[src/rtl/time_sync_req_queue.sv]
// Turns per-interface sync_enable levels into timestamped requests held in one FWFT queue per interface.
// Optional TIME_SYNC_REQ_HOLDOFF_EN enforces a minimum spacing between accepted requests.
module time_sync_req_lane #(
    parameter int IDW     = 16,
    parameter int SEQW    = 16,
    parameter int DEPTH   = 4,
    parameter int HOLDOFF = 125
) (
    input  logic            clk,
    input  logic            rst,
    input  logic [95:0]     tod,
    input  logic            en,
    input  logic [IDW-1:0]  dest_in,
    output logic            valid,
    input  logic            ready,
    output logic [IDW-1:0]  dest_out,
    output logic [95:0]     ts_out,
    output logic [SEQW-1:0] seq_out,
    output logic [15:0]     drop_count
);
    localparam int AW = $clog2(DEPTH);

    if (DEPTH < 2 || (DEPTH & (DEPTH - 1)) != 0) begin : g_bad_depth
        $error("FIFO_DEPTH must be a power of two >= 2");
    end
    if (HOLDOFF < 1) begin : g_bad_holdoff
        $error("HOLDOFF_CYCLES must be >= 1");
    end

    logic [95:0]     ts_mem_q   [DEPTH];
    logic [95:0]     ts_mem_d   [DEPTH];
    logic [IDW-1:0]  dest_mem_q [DEPTH];
    logic [IDW-1:0]  dest_mem_d [DEPTH];
    logic [SEQW-1:0] seq_mem_q  [DEPTH];
    logic [SEQW-1:0] seq_mem_d  [DEPTH];
    logic [AW:0]     wr_ptr_q, wr_ptr_d, rd_ptr_q, rd_ptr_d;
    logic [SEQW-1:0] seq_q, seq_d;
    logic [15:0]     drop_q, drop_d;
    logic            en_prev_q, en_prev_d;
    logic            empty, full, pop, push, trig, hold_busy;

`ifdef TIME_SYNC_REQ_HOLDOFF_EN
    localparam int HW = $clog2(HOLDOFF + 1);
    logic [HW-1:0] hold_q, hold_d;

    assign hold_busy = |hold_q;

    always_comb begin
        hold_d = hold_q;
        if (push)
            hold_d = HW'(HOLDOFF - 1);
        else if (hold_busy)
            hold_d = hold_q - 1'b1;
    end

    always_ff @(posedge clk or posedge rst) begin
        if (rst) hold_q <= '0;
        else     hold_q <= hold_d;
    end
`else
    assign hold_busy = 1'b0;
`endif

    assign empty = (wr_ptr_q == rd_ptr_q);
    assign full  = (wr_ptr_q[AW] != rd_ptr_q[AW]) && (wr_ptr_q[AW-1:0] == rd_ptr_q[AW-1:0]);
    assign trig  = en && !en_prev_q;
    assign pop   = !empty && ready;
    // A same-cycle pop frees a slot, so a full queue can still take the push.
    assign push  = trig && !hold_busy && (!full || pop);

    assign valid    = !empty;
    assign ts_out   = valid ? ts_mem_q[rd_ptr_q[AW-1:0]]   : '0;
    assign dest_out = valid ? dest_mem_q[rd_ptr_q[AW-1:0]] : '0;
    assign seq_out  = valid ? seq_mem_q[rd_ptr_q[AW-1:0]]  : '0;
    assign drop_count = drop_q;

    always_comb begin
        ts_mem_d   = ts_mem_q;
        dest_mem_d = dest_mem_q;
        seq_mem_d  = seq_mem_q;
        wr_ptr_d   = wr_ptr_q;
        rd_ptr_d   = rd_ptr_q;
        seq_d      = seq_q;
        drop_d     = drop_q;
        en_prev_d  = en;
        if (push) begin
            ts_mem_d[wr_ptr_q[AW-1:0]]   = tod;
            dest_mem_d[wr_ptr_q[AW-1:0]] = dest_in;
            seq_mem_d[wr_ptr_q[AW-1:0]]  = seq_q;
            wr_ptr_d = wr_ptr_q + 1'b1;
            seq_d    = seq_q + 1'b1;
        end
        if (pop)
            rd_ptr_d = rd_ptr_q + 1'b1;
        if (trig && !push && drop_q != 16'hFFFF)
            drop_d = drop_q + 16'd1;
    end

    always_ff @(posedge clk or posedge rst) begin
        if (rst) begin
            for (int i = 0; i < DEPTH; i++) begin
                ts_mem_q[i]   <= '0;
                dest_mem_q[i] <= '0;
                seq_mem_q[i]  <= '0;
            end
            wr_ptr_q  <= '0;
            rd_ptr_q  <= '0;
            seq_q     <= '0;
            drop_q    <= '0;
            en_prev_q <= 1'b1;  // a level already high out of reset is not an edge
        end else begin
            ts_mem_q   <= ts_mem_d;
            dest_mem_q <= dest_mem_d;
            seq_mem_q  <= seq_mem_d;
            wr_ptr_q   <= wr_ptr_d;
            rd_ptr_q   <= rd_ptr_d;
            seq_q      <= seq_d;
            drop_q     <= drop_d;
            en_prev_q  <= en_prev_d;
        end
    end
endmodule

module time_sync_req_queue #(
    parameter int IF_COUNT         = 2,
    parameter int IDENTIFIER_WIDTH = 16,
    parameter int SEQ_WIDTH        = 16,
    parameter int FIFO_DEPTH       = 4,
    parameter int HOLDOFF_CYCLES   = 125
) (
    input  logic                                 clk,
    input  logic                                 rst,
    input  logic [95:0]                          ptp_ts_tod,
    input  logic [IF_COUNT-1:0]                  sync_enable_in,
    input  logic [IF_COUNT*IDENTIFIER_WIDTH-1:0] sync_dest_id_in,
    output logic [IF_COUNT-1:0]                  m_req_valid,
    input  logic [IF_COUNT-1:0]                  m_req_ready,
    output logic [IF_COUNT*IDENTIFIER_WIDTH-1:0] m_req_dest_id,
    output logic [IF_COUNT*96-1:0]               m_req_ts,
    output logic [IF_COUNT*SEQ_WIDTH-1:0]        m_req_seq,
    output logic [IF_COUNT*16-1:0]               drop_count
);
    for (genvar n = 0; n < IF_COUNT; n++) begin : g_lane
        time_sync_req_lane #(
            .IDW(IDENTIFIER_WIDTH), .SEQW(SEQ_WIDTH), .DEPTH(FIFO_DEPTH), .HOLDOFF(HOLDOFF_CYCLES)
        ) u_lane (
            .clk        (clk),
            .rst        (rst),
            .tod        (ptp_ts_tod),
            .en         (sync_enable_in[n]),
            .dest_in    (sync_dest_id_in[n*IDENTIFIER_WIDTH +: IDENTIFIER_WIDTH]),
            .valid      (m_req_valid[n]),
            .ready      (m_req_ready[n]),
            .dest_out   (m_req_dest_id[n*IDENTIFIER_WIDTH +: IDENTIFIER_WIDTH]),
            .ts_out     (m_req_ts[n*96 +: 96]),
            .seq_out    (m_req_seq[n*SEQ_WIDTH +: SEQ_WIDTH]),
            .drop_count (drop_count[n*16 +: 16])
        );
    end
endmodule

[config.mk]
export PLATFORM = sky130hd
export DESIGN_NAME = time_sync_req_queue
export DESIGN_NICKNAME = d
export VERILOG_FILES = /design/src/rtl/time_sync_req_queue.sv
export SDC_FILE = /design/constraint.sdc
export NUM_CORES = 2
export LEC_CHECK = 0
export BUFFER_PORTS_ARGS = -buffer_cell sky130_fd_sc_hd__buf_2
export CAP_MARGIN = 20
export CORE_AREA = 4 4 281 283
export DETAILED_ROUTE_END_ITERATION = 6
export DIE_AREA = 0 0 285 287
export PLACE_DENSITY = 0.85
export SKIP_CTS_REPAIR_TIMING = 1
export SYNTH_ARGS = -nofsm -noshare
export SYNTH_HDL_FRONTEND = slang
export SYNTH_SLANG_ARGS = --single-unit
[constraint.sdc]
create_clock -name clk -period 65.9 [get_ports clk]
set_input_delay 13.18 -clock clk [delete_from_list [all_inputs] [get_ports clk]]
set_output_delay 13.18 -clock clk [all_outputs]
set_load 0.02 [all_outputs]
==> impl_metrics.env <==
export IMPL_status="finished clean"
export IMPL_async_reset_ff_share_pct=100.0
export IMPL_cts_tree="done"
export IMPL_fin_crit_ns=17.35
export IMPL_wirelength_mm=116.8
export IMPL_fin_total_pwr_mw=3.175
export IMPL_p_per_area_nw_per_um2=56.95
export IMPL_clk_pin_slew_worst_paths_ns=0.07
export IMPL_synth_distinct_cells=36
export IMPL_tns_ns=0
export IMPL_slowest_stage="dfrtp_4"
export IMPL_report_final_hold_viol_count=0
export IMPL_place_hpwl_mm=71.95
export IMPL_design_die_area_um2=81800
export IMPL_fp_row_count=102
export IMPL_setup_viol=0
export IMPL_initial_utilization_pct=64.22
export IMPL_regArea_um2=27590
export IMPL_fin_skew_ns=0.02117
export IMPL_grt_start_max_net_pins=218
export IMPL_cts_buffers=111
export IMPL_drc=0
export IMPL_final_cell_mix="1,096 x dfrtp_1, 589 x mux2_2, 441 x mux2_1"
export IMPL_die_w_um=285
export IMPL_period_share_pct=26.33
export IMPL_synth_warnings=0
export IMPL_ant_nets=0
export IMPL_synth_edff_count=0
export IMPL_track_usage_pct=28.85
export IMPL_leakage_nw=25.31
export IMPL_maxSlewHeadroom_pct=19.23
export IMPL_tightestPinTransition_ns=1.211
export IMPL_root_buffer="clkbuf_16"
export IMPL_num_vias=28313
export IMPL_area_growth_pct=13.18
export IMPL_first_pass_iters=5
export IMPL_dr_first_iter_drc_count=1857
export IMPL_final_nets=3602
export IMPL_syn_inst=3084
export IMPL_fmaxAchievable_mhz=57.62
export IMPL_cts_htree_levels=3
export IMPL_coreArea_um2=76700
export IMPL_grt_remaining_overflow=0
export IMPL_clock_path_buffers=3
export IMPL_syn_nets=3232
export IMPL_ir_drop_uv=40.64
export IMPL_hold_class="reg2reg"
export IMPL_die_y_um=287
export IMPL_clk_latency_ns=0.66
export IMPL_syn_mean_instance_area_um2=15.97
export IMPL_via_per_inst=6.160
export IMPL_synth_seq_cells=1102
export IMPL_path_max_fanout=75
export IMPL_path_cells="xor2_1 > nor2_1 > nand2_4 > buf_4 > and2_1 > buf_2"
export IMPL_portBuffers=423
export IMPL_postLayoutCellArea_um2=55750
export IMPL_critPathKind="reg2out"
export IMPL_n_fill_cell=4587
export IMPL_critPathLaunchType="flop"
export IMPL_layout_commonest_cell="dfrtp_1"
export IMPL_place_area_um2=51980
export IMPL_fin_util_pct=72.68
export IMPL_arrival_ns=4.17
export IMPL_antenna_found_initial=16
export IMPL_crit_buf_inv=2
export IMPL_yosysSeqAreaShare_pct=55.99
export IMPL_drv_cap=0
export IMPL_synth_flop_cell="dfrtp_1"
export IMPL_worst_ep_required_time_ns=52.72
export IMPL_multi_input_area_um2=20610
export IMPL_synth_area_um2=49260
export IMPL_grt_pass1_vias=32083
export IMPL_ios=424
export IMPL_crit_path_max_incr_delay_ns=1.04
export IMPL_worst_setup_path_end_kind="output pin"
export IMPL_clock_sinks=1102
export IMPL_grt_pass1_wl_mm=184.6
export IMPL_cp_top_family="flip-flops"
export IMPL_place_congestion=0.8323
export IMPL_wl_per_cell_um=25.40
export IMPL_rsz0062_at_grt="false"
export IMPL_finalMaxSlewViolations=0
export IMPL_drive_gt1_share_pct=42.34
## path summary, 6_finish.rpt
kind	to	from	slack (ns)	cells after the start
setup / recovery	m_req_ts[45]	g_lane[0].u_lane.rd_ptr_q[0]$_DFFE_PP0P_	48.55	6
hold / removal	g_lane[0].u_lane.dest_mem_q[23]$_DFFE_PP0P_	g_lane[0].u_lane.dest_mem_q[23]$_DFFE_PP0P_	0.48	1
setup reg to reg	g_lane[1].u_lane.ts_mem_q[345]$_DFFE_PP0P_	g_lane[1].u_lane.rd_ptr_q[1]$_DFFE_PP0P_	61.51	6
hold reg to reg	g_lane[0].u_lane.dest_mem_q[23]$_DFFE_PP0P_	g_lane[0].u_lane.dest_mem_q[23]$_DFFE_PP0P_	0.48	1
max in group asynchronous	g_lane[0].u_lane.seq_mem_q[47]$_DFFE_PP0P_	rst	50.19	7
min in group asynchronous	g_lane[1].u_lane.ts_mem_q[215]$_DFFE_PP0P_	rst	12.70	2
## cells by family (layout without fill, tap and decap cells)
logic type / Yosys count / count (layout) / share of synthesized area, %
AOI/OAI and AO/OA: 4 / 4 / 0.08639
xor gates and xnor gates: 74 / 74 / 1.316
adders and majority gates: 14 / 14 / 0.3556
buffers and inverters: 219 / 680 / 2.307
DFF: 1102 / 1102 / 55.99
muxes: 1286 / 1286 / 35.25
other: 0 / 11 / 0
and+or+nand+nor: 385 / 385 / 4.692
## power by group
part	switching [mW]	internal, mW	leakage (nW)
logic	0.737	0.664	10.0
clock network	0.259	0.360	1.78
registers	0.179	0.976	13.5
total	1.17	2.00	25.3
## sequential cells by signal, summed over array words and instances (netlist names)
name,cells
g_lane.u_lane.wr_ptr_q,6
g_lane.u_lane.dest_mem_q,128
g_lane.u_lane.rd_ptr_q,6
g_lane.u_lane.seq_mem_q,128
g_lane.u_lane.ts_mem_q,768
g_lane.u_lane.drop_count,32
g_lane.u_lane.en_prev_q,2
g_lane.u_lane.seq_q,32
## synthesized netlist by cell type, types with 26 or more instances
master,n,area share [%]
dfrtp_1,1100,56
mux2_2,589,13
mux2_1,441,10
and2_1,257,3.3
mux4_2,256,12
buf_2,83,0.84
clkbuf_1,67,0.51
buf_4,56,0.85
xnor2_1,48,0.85
nand2_1,32,0.24
nand3_1,26,0.26
xor2_1,26,0.46
## stage by stage
step           hold slack (ns)  setup slack, ns  std cells
2_1_floorplan           0.4587            21.70       3084
4_1_cts                 0.4884            48.44       4580
3_3_place_gp            0.4676            48.94       4376
3_5_place_dp            0.4754            48.67       4376
5_1_grt                 0.4940            48.26       4591
6_report                0.4830            48.55       4596
## metal layers
metal / GRT usage [%] / part of all wire, % / vias up
li1: - / - / 12021
met1: 36.49 / 39 / 15305
met2: 50.84 / 52 / 736
met3: 5.186 / 5.2 / 233
met4: 9.983 / 3.2 / 18
met5: 0 / 0.081 / -
## area by class of cell
type / instances / share of cell area, %
well taps: 1040 / 2.334
clock buffers: 175 / 6.015
multi-input cells: 1763 / 36.97
repair buffers: 466 / 4.601
diodes: 11 / 0.04938
flip-flops and latches: 1102 / 49.50
clock inverters: 29 / 0.4511
inverters: 10 / 0.08080
No activity file was read; power rests on OpenSTA's default activity.
